==> config.mk <==
export PLATFORM = sky130hd
export DESIGN_NAME = mbox_word_rx
export DESIGN_NICKNAME = d
export VERILOG_FILES = /design/src/rtl/mbox_word_rx.sv
export SDC_FILE = /design/constraint.sdc
export NUM_CORES = 1
export LEC_CHECK = 0
export ABC_AREA = 1
export ABC_CLOCK_PERIOD_IN_PS = 2750
export BUFFER_PORTS_ARGS = -buffer_cell sky130_fd_sc_hd__buf_2
export CAP_MARGIN = 30
export CORE_MARGIN = 2
export CORE_UTILIZATION = 40
export DETAILED_ROUTE_END_ITERATION = 12
export SETUP_SLACK_MARGIN = 0.1
export SLEW_MARGIN = 30
export SYNTH_ARGS = -nofsm -noshare
export SYNTH_HDL_FRONTEND = slang
export SYNTH_SLANG_ARGS = --single-unit
==> constraint.sdc <==
create_clock -name clk_i -period 2.75 [get_ports clk_i]
set_clock_uncertainty 0.2 [all_clocks]
set_input_delay 0.6875 -clock clk_i [delete_from_list [all_inputs] [get_ports clk_i]]
set_output_delay 0.6875 -clock clk_i [all_outputs]
set_load 0.005 [all_outputs]
==> src/rtl/mbox_word_rx.sv <==
`timescale 1ns/1ps
`default_nettype none
// ============================================================================
// Module   : mbox_word_rx
// Brief    : Drains the byte-wide mailbox FIFO and packs 4 bytes (LSB first)
//            into 32-bit words on a valid/ready port; stale partials time out.
// Revision : 1.0 - initial release
// ============================================================================
module mbox_word_rx #(
    parameter int WOU_DW = 8,
    parameter int WB_DW  = 32,
    parameter int TMO_W  = 8
) (
    input  logic              clk_i,
    input  logic              rst_n_i,
    input  logic              mbox_empty_i,
    output logic              mbox_rd_o,
    input  logic [WOU_DW-1:0] mbox_di_i,
    output logic [WB_DW-1:0]  word_o,
    output logic              word_vld_o,
    input  logic              word_rdy_i,
    output logic              err_o,
    input  logic              err_clr_i,
    output logic [15:0]       word_cnt_o
);

    typedef enum logic [0:0] {
        FILL = 1'b0,
        HOLD = 1'b1
    } state_e;

    localparam logic [TMO_W-1:0] TMO_LAST = {{(TMO_W-1){1'b1}}, 1'b0};

    state_e              state_q;
    logic                run_q;
    logic [2:0]          iss_cnt_q;
    logic [2:0]          byte_cnt_q;
    logic                rd_dly_q;
    logic [TMO_W-1:0]    tmo_cnt_q;
    logic [WB_DW-1:0]    word_q;
    logic                word_vld_q;
    logic                err_q;
    logic [15:0]         word_cnt_q;

    logic                capture_d;
    logic                hshake_d;
    logic                idle_d;
    logic                tmo_fire_d;

    always_comb begin
        capture_d  = rd_dly_q;
        hshake_d   = word_vld_q & word_rdy_i;
        idle_d     = (state_q == FILL) & (byte_cnt_q != 3'd0) & ~capture_d;
        tmo_fire_d = idle_d & (tmo_cnt_q == TMO_LAST);
        // run_q keeps the read strobe low until the first edge after reset release
        mbox_rd_o  = run_q & (state_q == FILL) & ~mbox_empty_i & (iss_cnt_q < 3'd4);
    end

    always_ff @(posedge clk_i or negedge rst_n_i) begin
        if (!rst_n_i) begin
            state_q    <= FILL;
            run_q      <= 1'b0;
            iss_cnt_q  <= 3'd0;
            byte_cnt_q <= 3'd0;
            rd_dly_q   <= 1'b0;
            tmo_cnt_q  <= '0;
            word_q     <= '0;
            word_vld_q <= 1'b0;
            err_q      <= 1'b0;
            word_cnt_q <= 16'd0;
        end else begin
            run_q    <= 1'b1;
            rd_dly_q <= mbox_rd_o;

            if (tmo_fire_d) begin
                err_q <= 1'b1;
            end else if (err_clr_i) begin
                err_q <= 1'b0;
            end

            if (hshake_d) begin
                state_q    <= FILL;
                word_vld_q <= 1'b0;
                iss_cnt_q  <= 3'd0;
                byte_cnt_q <= 3'd0;
                tmo_cnt_q  <= '0;
                word_cnt_q <= word_cnt_q + 16'd1;
            end else if (tmo_fire_d) begin
                // A read issued this very cycle becomes byte 0 of the next word
                iss_cnt_q  <= {2'b00, mbox_rd_o};
                byte_cnt_q <= 3'd0;
                tmo_cnt_q  <= '0;
                word_q     <= '0;
            end else begin
                if (mbox_rd_o) begin
                    iss_cnt_q <= iss_cnt_q + 3'd1;
                end
                if (capture_d) begin
                    word_q[byte_cnt_q[1:0]*WOU_DW +: WOU_DW] <= mbox_di_i;
                    byte_cnt_q <= byte_cnt_q + 3'd1;
                    tmo_cnt_q  <= '0;
                    if (byte_cnt_q == 3'd3) begin
                        state_q    <= HOLD;
                        word_vld_q <= 1'b1;
                    end
                end else if (idle_d) begin
                    tmo_cnt_q <= tmo_cnt_q + 1'b1;
                end
            end
        end
    end

    assign word_o     = word_q;
    assign word_vld_o = word_vld_q;
    assign err_o      = err_q;
    assign word_cnt_o = word_cnt_q;

endmodule
`default_nettype wire

==> results.cfg <==
[worst_setup_path]
cp-endpoint = word_o[26]
r2r-start = byte_cnt_q[0]
required_time_of_the_critical_path_ns = 2.78
cp_endpoint_kind = register
worstPathArrival_ns = 2.44
r2r_setup_slack_ns = 0.34
worst_r2r_endpoint = word_o[26]
worst-setup-path-type = reg2reg
ff2ff_path_depth = 8
critPathMaxFanout = 24
timing.critical_path.from = byte_cnt_q[0]
start_kind = register

[route]
num_vias = 3009
routed_via_density = 4.877
routed_wirelength_um = 8024
drtIter0Drc = 155
post-route-drc-count = 0
wire_per_inst_um = 13.00
antenna_left = 0
drt_first_pass_iters = 4

[timing]
grt_setup_unrepaired = no
achievable-frequency_ghz = 0.4147
timing.final.hold_violations = 0
timing_worst_slew_pin_value_ns = 0.6564
finalSetupTns_ns = 0
final_critical_path_setup_slack_ns = 0.3385
maxSlewHeadroom_pct = 56.24
final.period_utilization_pct = 87.69
finalMaxSlewViolations = 0
setup_viol = 0
final_min_period_ns = 2.411

[synthesis]
asr_flop_ratio_synth_pct = 100.0
synth_largest_type_area_fraction_pct = 46.74
yosys.area.top_type = sky130_fd_sc_hd__dfrtp_1
synth.net_count = 464
yosys_register_bits = 66
synth_cells = 440
yosys-top-cells-area = sky130_fd_sc_hd__dfrtp_1 (47%), sky130_fd_sc_hd__nand2_1 (12%), sky130_fd_sc_hd__nand4_1 (8.7%)
ys.flop_type = sky130_fd_sc_hd__dfrtp_1
synth_sequential_area_ratio_pct = 46.74
synth_enable_flop_cells = 0
post-synth-top-count-cell = sky130_fd_sc_hd__nand2_1
post_synth.cell_area_avg_um2 = 8.030
synth_area_um2 = 3533
ys_warn_count = 0
synth_common_cells = sky130_fd_sc_hd__nand2_1 (116), sky130_fd_sc_hd__dfrtp_1 (66), sky130_fd_sc_hd__nor2_1 (55)
netlist-cell-type-count = 32

[floorplan]
initial_core_util_pct = 40.92
floorplan.core_area_um2 = 8636
placementRows = 34
pin_count = 64
die_y_um = 97.99
die_x_um = 97.99
area_enclosed_by_the_die_boundary_um2 = 9601

[clock_tree]
cts.sink_count = 66
tritoncts_clock_tree = yes
cts-resized-gates = 0
cts-buffers-inserted = 9
clk_path_buf_depth = 2
post_cts_hold_buffers = 0
cts.htree.levels = 3
cts.repair_timing.setup_buffer_count = 0
clkSlewWorstSetupHoldPaths_ns = 0.07
cts-root-buf = sky130_fd_sc_hd__clkbuf_8
clk_latency_ns = 0.34

[finish]
post_route_cells_drive_above_1_share_pct = 19.25
area_growth_pct = 16.18
ff_latch_area_um2 = 1652
fin_nets = 528
diodes_inserted = 0
fill_cells = 871
post-route-util_pct = 47.54
multi_input_area_um2 = 1578
postLayoutCellArea_um2 = 4105

[pwr]
total_power_uw = 3206
power-per-cell-area_nw_per_um2 = 781.1
combPwrFrac_pct = 36.5
ir_worst_vdd_mv = 0.4202
clock_power_share_pct = 22.6
netSwitchingFraction_pct = 40.75
leakage_uw = 0.002292
internal-power_uw = 1900
netSwitchingPower_uw = 1307
sequential_cell_fraction_of_total_power_pct = 40.9

[grt]
grt_antenna_before_repair = 0
largest_net_degree_at_the_start_of_global_routing = 40
via_count_of_the_first_global_routing_pass = 2916
track_usage_pct = 17.66
grt_pass1_wl_um = 13760
grt_overflow = 0

[place]
dpl_cell_area_um2 = 3933
place.port_buffers = 63
detailedPlace.worstSlack_ns = 0.3609
gp_congestion = 0.9005
hpwl_detailed_um = 5882

[worst_hold_path]
worst_min_delay_path_category = in2async

[run]
timing.max_cap.violations = 0

[outcome]
status = completed
-- logic make-up after synthesis --
logic type      Yosys count  share of synthesized area, %
compound gates           17                         2.691
xor+xnor                 14                         3.470
fa+ha+maj                11                         3.895
buf+inv                  69                         8.604
flops                    66                         46.74
other cells               1                        0.1061
simple gates            262                         34.49
-- how the worst min path moves through the flow --
stage	from	endpoint	slack (ns)	cells after the start
after detailed placement	word_o[2]	word_o[2]	0.26	2
after floorplan	rst_n_i	byte_cnt_q[0]	0.19	0
final	rst_n_i	tmo_cnt_q[3]	0.17	1
after global routing	rst_n_i	capture_d	0.21	1
after CTS	rst_n_i	word_o[19]	0.20	1
after global placement	word_o[10]	word_o[10]	0.25	2
-- power by group through the flow --
stage	clock (uW)	sequential, uW	combinational, uW
final	725	1310	1170
after CTS	758	1310	1170
after global routing	801	1340	1330
after global placement	0	1320	1140
after detailed placement	0	1330	1160
after floorplan	0	1320	815
-- worst max-delay path, stage by stage, from the launching register on --
cell                      delay [ns]
sky130_fd_sc_hd__dfrtp_1        0.46
sky130_fd_sc_hd__inv_1          0.23
sky130_fd_sc_hd__ha_1           0.29
sky130_fd_sc_hd__a21oi_2        0.21
sky130_fd_sc_hd__nand3_4        0.20
sky130_fd_sc_hd__nand2_4        0.30
sky130_fd_sc_hd__nand3_2        0.21
sky130_fd_sc_hd__nand2_1        0.12
sky130_fd_sc_hd__nand2_1        0.06
-- area by class of cell --
type	count	area share, %
flip-flops and latches	66	40.23
multi-input cells	305	38.43
repair buffers	68	8.900
inverters	54	4.938
clock buffers	12	3.536
well taps	108	3.292
clock inverters	4	0.6705
-- through the flow --
stage | instances | hold WS [ns]
final | 617 | 0.1667
after floorplan | 440 | 0.1919
after global placement | 601 | 0.2543
after CTS | 617 | 0.1971
after detailed placement | 601 | 0.2606
after global routing | 617 | 0.2108
-- layer usage --
layer | global-route usage [%] | vias up | share of wire (%)
li1 | - | 1548 | -
met1 | 24.37 | 1373 | 50
met2 | 26.82 | 76 | 44
met3 | 3.651 | 12 | 4.6
met4 | 8.013 | 0 | 1.8
met5 | 0 | - | 0
-- layout by cell type (no fill, tap or decap) --
master                       count
sky130_fd_sc_hd__o21ai_1         1
sky130_fd_sc_hd__nor3_2          1
sky130_fd_sc_hd__nand2_4         1
sky130_fd_sc_hd__nand3b_1        1
sky130_fd_sc_hd__clkinv_2        1
sky130_fd_sc_hd__nand2_1       116
sky130_fd_sc_hd__nor2_4          1
sky130_fd_sc_hd__clkinvlp_4      3
sky130_fd_sc_hd__nor2_2          2
sky130_fd_sc_hd__conb_1          1
sky130_fd_sc_hd__dfrtp_1        66
sky130_fd_sc_hd__nand3_1        25
sky130_fd_sc_hd__inv_1          52
sky130_fd_sc_hd__clkbuf_8       10
sky130_fd_sc_hd__a21oi_1         3
sky130_fd_sc_hd__nand4_1        49
sky130_fd_sc_hd__buf_4           4
sky130_fd_sc_hd__nand3_2         4
sky130_fd_sc_hd__nor3_1          2
sky130_fd_sc_hd__nand2_2         4
sky130_fd_sc_hd__nand3_4         1
sky130_fd_sc_hd__buf_12          1
sky130_fd_sc_hd__buf_2          63
sky130_fd_sc_hd__o22ai_1         1
sky130_fd_sc_hd__o21ai_0         9
sky130_fd_sc_hd__inv_2           1
sky130_fd_sc_hd__a21oi_2         1
sky130_fd_sc_hd__clkinv_1        1
sky130_fd_sc_hd__o21bai_1        2
sky130_fd_sc_hd__xnor2_1         5
sky130_fd_sc_hd__clkbuf_1        2
sky130_fd_sc_hd__nor2_1         55
sky130_fd_sc_hd__xor2_1          9
sky130_fd_sc_hd__ha_1           11
-- state kept, by name (all words and copies together) (netlist names) --
| name | count |
|---|---|
| word_cnt_o | 16 |
| word_o | 32 |
| run_q | 1 |
| iss_cnt_q | 3 |
| tmo_cnt_q | 8 |
| byte_cnt_q | 3 |
| err_o | 1 |
| word_vld_o | 1 |
| capture_d | 1 |
No activity file was read; power rests on OpenSTA's default activity.
